### config.mk
export PLATFORM = sky130hd
export DESIGN_NAME = irq_controller
export DESIGN_NICKNAME = d
export VERILOG_FILES = /design/src/rtl/irq_controller.sv
export SDC_FILE = /design/constraint.sdc
export NUM_CORES = 1
export LEC_CHECK = 0
export BUFFER_PORTS_ARGS = -buffer_cell sky130_fd_sc_hd__buf_2
export CORE_AREA = 2 2 156 120
export CTS_CLUSTER_SIZE = 8
export DETAILED_ROUTE_END_ITERATION = 6
export DIE_AREA = 0 0 158 122
export PLACE_DENSITY = 0.81
export SLEW_MARGIN = 15
export SYNTH_ARGS = -nofsm -noshare
export SYNTH_HDL_FRONTEND = slang
export SYNTH_SLANG_ARGS = --single-unit
### constraint.sdc
create_clock -name clk -period 5.8 [get_ports clk]
set_clock_uncertainty 0.2 [all_clocks]
set_input_delay 0.87 -clock clk [delete_from_list [all_inputs] [get_ports clk]]
set_output_delay 0.87 -clock clk [all_outputs]
set_load 0.02 [all_outputs]
### src/rtl/irq_controller.sv
// Machine-level interrupt controller: owns mtime/mtimecmp/msip, builds mip,
// arbitrates one trap request to the pipeline and sequences WFI sleep.
//
// state    | meaning
// ---------+------------------------------------------------------------
// ST_IDLE  | no request outstanding, watching for an enabled pending bit
// ST_REQ   | irq_req high, irq_cause frozen until ack or withdrawal
// ST_DRAIN | trap taken, waiting for trap entry to clear mstatus.MIE
module irq_controller #(
  parameter int unsigned PRESCALE = 1
) (
  input  logic        clk,
  input  logic        rst_n,
  input  logic        bus_valid,
  input  logic        bus_we,
  input  logic [2:0]  bus_addr,
  input  logic [31:0] bus_wdata,
  output logic [31:0] bus_rdata,
  output logic        bus_ready,
  input  logic        ext_irq,
  input  logic        global_mie,
  input  logic [31:0] mie,
  output logic [31:0] mip,
  output logic        irq_req,
  output logic [30:0] irq_cause,
  input  logic        irq_ack,
  input  logic        wfi,
  output logic        stall
);

  localparam logic [1:0]  ST_IDLE     = 2'd0;
  localparam logic [1:0]  ST_REQ      = 2'd1;
  localparam logic [1:0]  ST_DRAIN    = 2'd2;
  localparam logic [15:0] PRESCALE_TC = 16'(PRESCALE - 1);

  logic [15:0] presc_cnt;
  logic        tick;
  logic [63:0] mtime;
  logic [63:0] mtimecmp;
  logic [63:0] mtime_inc;
  logic [31:0] mtime_lo_nxt;
  logic [31:0] mtime_hi_nxt;
  logic        msip;
  logic [1:0]  ext_sync;
  logic        mtip_q;
  logic        wr_en;
  logic [31:0] rd_mux;
  logic [31:0] enabled;
  logic        irq_pend;
  logic [30:0] cause_sel;
  logic [1:0]  state;

  assign tick      = (presc_cnt == PRESCALE_TC);
  assign mtime_inc = mtime + 64'd1;
  assign wr_en     = bus_valid & bus_we;

  // A bus write replaces only its own word; the other word keeps the carry.
  always_comb begin
    mtime_lo_nxt = tick ? mtime_inc[31:0]  : mtime[31:0];
    mtime_hi_nxt = tick ? mtime_inc[63:32] : mtime[63:32];
    if (wr_en && bus_addr == 3'd0) mtime_lo_nxt = bus_wdata;
    if (wr_en && bus_addr == 3'd1) mtime_hi_nxt = bus_wdata;
  end

  always_comb begin
    rd_mux = '0;
    case (bus_addr)
      3'd0:    rd_mux = mtime[31:0];
      3'd1:    rd_mux = mtime[63:32];
      3'd2:    rd_mux = mtimecmp[31:0];
      3'd3:    rd_mux = mtimecmp[63:32];
      3'd4:    rd_mux = {31'd0, msip};
      default: rd_mux = '0;
    endcase
  end

  assign mip      = {20'd0, ext_sync[1], 3'd0, mtip_q, 3'd0, msip, 3'd0};
  assign enabled  = mip & mie;
  assign irq_pend = |enabled;

  always_comb begin
    cause_sel = 31'd7;
    if (enabled[11])     cause_sel = 31'd11;
    else if (enabled[3]) cause_sel = 31'd3;
  end

  assign irq_req = (state == ST_REQ);
  // Wake-up deliberately ignores global_mie so WFI resumes without a trap.
  assign stall   = wfi & ~irq_pend;

  always_ff @(posedge clk) begin
    if (!rst_n) begin
      presc_cnt <= '0;
      mtime     <= '0;
      mtimecmp  <= '1;
      msip      <= 1'b0;
      ext_sync  <= '0;
      mtip_q    <= 1'b0;
      bus_ready <= 1'b0;
      bus_rdata <= '0;
    end else begin
      presc_cnt <= tick ? 16'd0 : presc_cnt + 16'd1;
      mtime     <= {mtime_hi_nxt, mtime_lo_nxt};
      if (wr_en && bus_addr == 3'd2) mtimecmp[31:0]  <= bus_wdata;
      if (wr_en && bus_addr == 3'd3) mtimecmp[63:32] <= bus_wdata;
      if (wr_en && bus_addr == 3'd4) msip            <= bus_wdata[0];
      ext_sync  <= {ext_sync[0], ext_irq};
      mtip_q    <= (mtime >= mtimecmp);
      bus_ready <= bus_valid;
      bus_rdata <= bus_valid ? rd_mux : 32'd0;
    end
  end

  always_ff @(posedge clk) begin
    if (!rst_n) begin
      state     <= ST_IDLE;
      irq_cause <= '0;
    end else begin
      case (state)
        ST_IDLE: begin
          if (global_mie && irq_pend) begin
            irq_cause <= cause_sel;
            state     <= ST_REQ;
          end
        end
        ST_REQ: begin
          if (irq_ack)                       state <= ST_DRAIN;
          else if (!irq_pend || !global_mie) state <= ST_IDLE;
        end
        ST_DRAIN: begin
          if (!global_mie) state <= ST_IDLE;
        end
        default: state <= ST_IDLE;
      endcase
    end
  end

endmodule

==> reports/metrics.cfg, run 1 <==
[sta]
slew_headroom_pct = 24.1
worst_pin_slew_ns = 1.14
period_needed_ns = 3.58
finalSetupViolCount = 0
fmax_ghz = 0.279
timing.hold.ws_ns = 0.250
hold_viol_final = 0
period_share_pct = 61.8
rsz0062_at_grt = false
finalSetupTns_ns = 0
slew_viol_final = 0

[die]
core-area_um2 = 18000
die_w_um = 158
dieArea_um2 = 19300
io_pins = 173
initial_core_util_pct = 56.2
rows = 43
die_y_um = 122

[routing]
wire_per_inst_um = 17.7
wl_met2_um = 11500
drt_iter0_drc = 965
wl_met3_um = 2500
drc = 0
drtAntennaViolNets = 0
vias_per_cell = 5.95
m1WireLength_um = 12300
num_vias = 9015
wl_um = 26800
highest_layer = met4
dr.pass1.iters = 5

[place]
place_congestion = 0.909
portBuffers = 87
hpwl_um = 18300
placed_cells = 1483

[setup_path]
path_max_fanout = 11
crit_path_end_kind = register
required_ns = 5.93
ff2ff_setup_slack_ns = 2.22
arrival_ns = 3.71
startpoint_type = register
critPathKind = reg2reg

[layout]
fill_cells = 1601
layout-drive-gt1-share_pct = 11.2
diodes = 0
final_common_cell = dfxtp_1
final_cell_mix = 186 x dfxtp_1, 113 x nand2_1, 100 x a21oi_1, 86 x buf_2, 81 x inv_1
finalNetCount = 1397
final_cell_count_no_fill = 1514
areaGrowthSynthToFinish_pct = 9.05

[synth]
syn_avg_cell_area_um2 = 8.32
seq_area_frac_synth_pct = 36.9
synth.distinct_cells = 54
synthFlopType = dfxtp_1
yosys_warnings = 0
ys_ff_latch = 186
syn_area_um2 = 10100
synth_edf_count = 0
syn_inst = 1214
async_flop_share_pct = 0

[clocking]
h-tree-depth = 4
clock_latency_ns = 0.44
clkSlewWorstSetupHoldPaths_ns = 0.07
holdBufCountCts = 0
tritoncts = yes
cts_resized = 0
cts_setup_buffers = 0
clockBufferDepth = 2
clock_sinks = 186
cts_root_buffer = clkbuf_16
cts_buffers = 17

[global_route]
track_usage_pct = 27.8
grt_max_degree = 77
grt_pass1_wl_um = 41900
first_global_vias = 8137
antenna_found_initial = 0
grt-ovfl-total = 0

[power]
power_uw = 2750
powerDensity_nw_per_um2 = 249
p_leak_uw = 0.00474
peakVddDrop_mv = 0.148

[outcome]
status = completed

[flow_run]
max_cap_violations = 0

[worst_hold_path]
min_path_type = reg2reg

[where the power goes]
part,total [µW],switching (µW),internal (µW)
sequential,1330,26.0,1310
clock,1200,492,707
combinational,217,150,66.3
[final timing paths]
path / startpoint / endpoint / cells past startpoint
worst max-delay path: presc_cnt[0] / mtime[56] / 8
worst min-delay path: ext_sync[0] / ext_sync[1] / 1
worst max register to register: presc_cnt[0] / mtime[56] / 8
worst min register to register: ext_sync[0] / ext_sync[1] / 1
[logic make-up (layout without fill, tap and decap cells)]
family,after synthesis,after routing,share of synthesized area (%)
other cells,1,56,0.0371
xor+xnor,72,72,6.24
fa+ha+maj,67,67,8.30
flops,186,186,36.9
mux,4,4,0.409
compound gates,333,333,20.9
simple gates,343,343,17.2
buf+inv,208,206,10.1
[through the flow]
step | instance area, µm² | worst slack (ns) | util [%]
finish | 11000 | 2.22 | 61.3
global route | 11000 | 2.06 | 61.3
CTS | 11000 | 2.37 | 61.3
detailed placement | 10400 | 2.47 | 58.0
global placement | 10400 | 2.60 | 58.0
floorplan | 10300 | 3.06 | -
[critical path, stage by stage, from the launching register on]
cell and delay (ns):
dfxtp_1 0.33, inv_1 0.07, ha_1 0.14, nor4b_1 0.56, and3_1 0.55, nand3_1 0.63, nor4_1 0.57, xnor2_1 0.12
a211oi_1 0.30
[cell usage after synthesis (7+ instances only)]
library cell    n  area share, %
dfxtp_1       186             37
ha_1           67            8.3
and4_1          9           0.78
o21ai_0        59            2.9
nor4_1         14           0.87
xor2_1         27            2.3
o211ai_1       67            5.0
and2_1          9           0.56
clkbuf_1       56            2.1
inv_1          81            3.0
nand2_1       113            4.2
xnor2_1        45            3.9
a211oi_1       16            1.2
nand3_1        37            1.8
buf_4          61            4.5
nor3_1         17           0.84
buf_1           7           0.26
nand4_1        31            1.9
a21oi_1       100            5.0
nor2_1         68            2.5
a21o_1          8           0.59
and3_1         16           0.99
a22oi_1        65            4.8
[flip-flops by register name, summed over array words and instances (netlist names)]
name and flops:
mtip_q 1, mtime 64, irq_cause 3, mtimecmp 64, bus_ready 1, state 2, msip 1, ext_sync 2
bus_rdata 32, presc_cnt 16
[cell type report]
class,count,area (µm²),area share [%]
Sequential cell,186,3720,33.8
Multi-Input combinational cell,875,5600,50.8
Tap cell,247,309,2.80
Timing Repair Buffer,94,490,4.45
Clock buffer,23,478,4.34
Inverter,81,304,2.76
Clock inverter,8,118,1.07
[per-layer routing]
layer  track usage (%)  vias up
met5                 0        -
met4              9.29        0
met3              5.51       41
met2              41.6      475
met1              39.9     4189
li1                  -     4310
Power figures use the tool's default switching activity.
==> run 2, diff against run 1 <==
ABC_AREA = 1   (was unset)
CORE_AREA = 2 2 167 128   (was 2 2 156 120)
DIE_AREA = 0 0 169 130   (was 0 0 158 122)
PLACE_DENSITY = 0.8   (was 0.81)
clock period = 3.6 ns   (was 5.8 ns; I/O delays follow)
==> run 2 against run 1 <==
Global-route usage increased by 7.7 points. Die area increased by 14%. Via count grew 29%. Hold slack worse by 0.17 ns. Sequential share of layout area fell by 4.2 points. First-iteration DRC count increased by 54%. Largest cell class unchanged.
==> reports/metrics.cfg, run 2 <==
[outcome]
status = completed

[sta]
rsz0062_at_grt = false
period_needed_ns = 2.71
finalSetupViolCount = 0
finalSetupTns_ns = 0
finalWorstSetupSlack_ns = 0.895
fmax_ghz = 0.370
hold_viol_final = 0
slew_viol_final = 0
period_share_pct = 75.1
slew_headroom_pct = 51.0
worst_pin_slew_ns = 0.735

[clocking]
clock_latency_ns = 0.45
cts_resized = 0
cts_root_buffer = clkbuf_16
cts_buffers = 17
clockBufferDepth = 2
cts_setup_buffers = 0
clock_sinks = 186
holdBufCountCts = 0
tritoncts = yes
clkSlewWorstSetupHoldPaths_ns = 0.08
h-tree-depth = 4

[routing]
wl_met3_um = 5090
wire_per_inst_um = 19.2
m1WireLength_um = 17300
num_vias = 11607
wl_met2_um = 15700
dr.pass1.iters = 5
drt_iter0_drc = 1487
drtAntennaViolNets = 0
wl_um = 38700
highest_layer = met5
vias_per_cell = 5.77
drc = 0

[setup_path]
worstPathCellList = inv_1, ha_1, nand4_1, nor2_1, nand2_2, nand2_2, o21ai_0, inv_1, a21oi_1
critPathSlowestCell = nand2_2
critPathKind = reg2reg
crit_path_end_kind = register
cp_num_buf_inv = 2
path_max_fanout = 26
required_ns = 3.75
max_stage_delay_ns = 0.54
worst_path_dominant_cell_family = simple AND/OR/NAND/NOR gates
arrival_ns = 2.85
startpoint_type = register

[global_route]
track_usage_pct = 35.5
grt_pass1_wl_um = 59000
grt-ovfl-total = 0
grt_max_degree = 62
antenna_found_initial = 3
first_global_vias = 10237

[layout]
layout-drive-gt1-share_pct = 10.5
areaGrowthSynthToFinish_pct = 8.46
final_common_cell = nand2_1
finalNetCount = 1877
top_regs = mtime (64), mtimecmp (64), bus_rdata (32)
final_cell_mix = 406 x nand2_1, 221 x inv_1, 186 x dfxtp_1, 170 x nor2_1, 87 x buf_2
finalCoreUtilization_pct = 61.1
final_area_um2 = 12600

[synth]
synth_top_area_cell = dfxtp_1
synthTopCellsByArea = dfxtp_1 32%, nand2_1 13%, ha_1 7.2%, inv_1 7.2%, nor2_1 5.6%
synthFlopType = dfxtp_1
synth_edf_count = 0
ys_ff_latch = 186
synthTopCellsByCount = 406 x nand2_1, 222 x inv_1, 186 x dfxtp_1
seq_area_frac_synth_pct = 32.1
async_flop_share_pct = 0
syn_inst = 1680
yosysMostFrequentCell = nand2_1
yosys_warnings = 0
syn_area_um2 = 11600
syn_avg_cell_area_um2 = 6.91
synth.distinct_cells = 46
synth_top_area_share_pct = 32.1

[power]
p_leak_uw = 0.00580
powerDensity_nw_per_um2 = 353
peakVddDrop_mv = 0.287

[place]
portBuffers = 87
hpwl_um = 29000
pre_cts_ws_ns = 0.915
place_congestion = 1.01
dpl-instance-area_um2 = 12000

[die]
die_w_um = 169
die_y_um = 130
rows = 46
dieArea_um2 = 22000
core-area_um2 = 20600
io_pins = 173
initial_core_util_pct = 56.3

[flow_run]
max_cap_violations = 0

[worst_hold_path]
min_path_type = in2reg

run 2: cell types whose count changed after synthesis, sizes merged, moves of 17 or more:
cell	previous run	this run
a21oi	100	83
a221oi	2	31
a22oi	65	0
clkbuf	56	36
inv	81	229
nand2	113	416
nand3	37	75
nor2	68	200
o22ai	0	42
xnor2	45	7
run 2: power by group:
group,switching (µW),internal [µW]
logic,294,106
registers,36.5,2100
clock network,908,995
run 2: worst paths after layout:
check | depth (start not counted) | from | slack, ns | to
worst max-delay path | 9 | presc_cnt[0] | 0.89 | mtime[52]
worst min-delay path | 3 | ext_irq | 0.08 | ext_sync[0]
worst max register to register | 9 | presc_cnt[0] | 0.89 | mtime[52]
worst min register to register | 2 | ext_sync[0] | 0.23 | ext_sync[1]
run 2: layer usage:
layer | vias up | track usage, %
met1 | 5431 | 51.7
met4 | 2 | 9.00
met3 | 44 | 11.1
li1 | 5528 | -
met2 | 602 | 50.7
met5 | - | 0
run 2: worst min-delay path: cells and delay by family:
kind                   cells  cell delay (ns)
buffers and inverters      2             0.12
and+or+nand+nor            1             0.05
run 2: metrics by stage:
step	instances	power (µW)	hold slack (ns)
final	2013	4440	0.0798
after global routing	2013	4560	0.0855
after CTS	2012	4430	0.0766
after detailed placement	1980	2570	0.211
after global placement	1980	2560	0.197
after floorplan	1735	2460	0.190
run 2: area by class of cell:
| cell class | count | area [µm²] |
|---|---|---|
| Antenna cell | 1 | 2.50 |
| Tap cell | 264 | 330 |
| Timing Repair Buffer | 98 | 556 |
| Multi-Input combinational cell | 1203 | 6530 |
| Inverter | 229 | 862 |
| Clock buffer | 20 | 447 |
| Sequential cell | 186 | 3720 |
| Fill cell | 1973 | 8020 |
| Clock inverter | 12 | 135 |
run 2: logic make-up after synthesis:
logic type | Yosys count | synth area share [%]
XOR/XNOR | 30 | 2.33
adder cells (fa/ha/maj) | 67 | 7.22
buffers and inverters | 346 | 13.5
other | 1 | 0.0323
AO/OA/AOI/OAI | 309 | 16.7
flip-flops | 186 | 32.1
AND/OR/NAND/NOR | 741 | 28.1
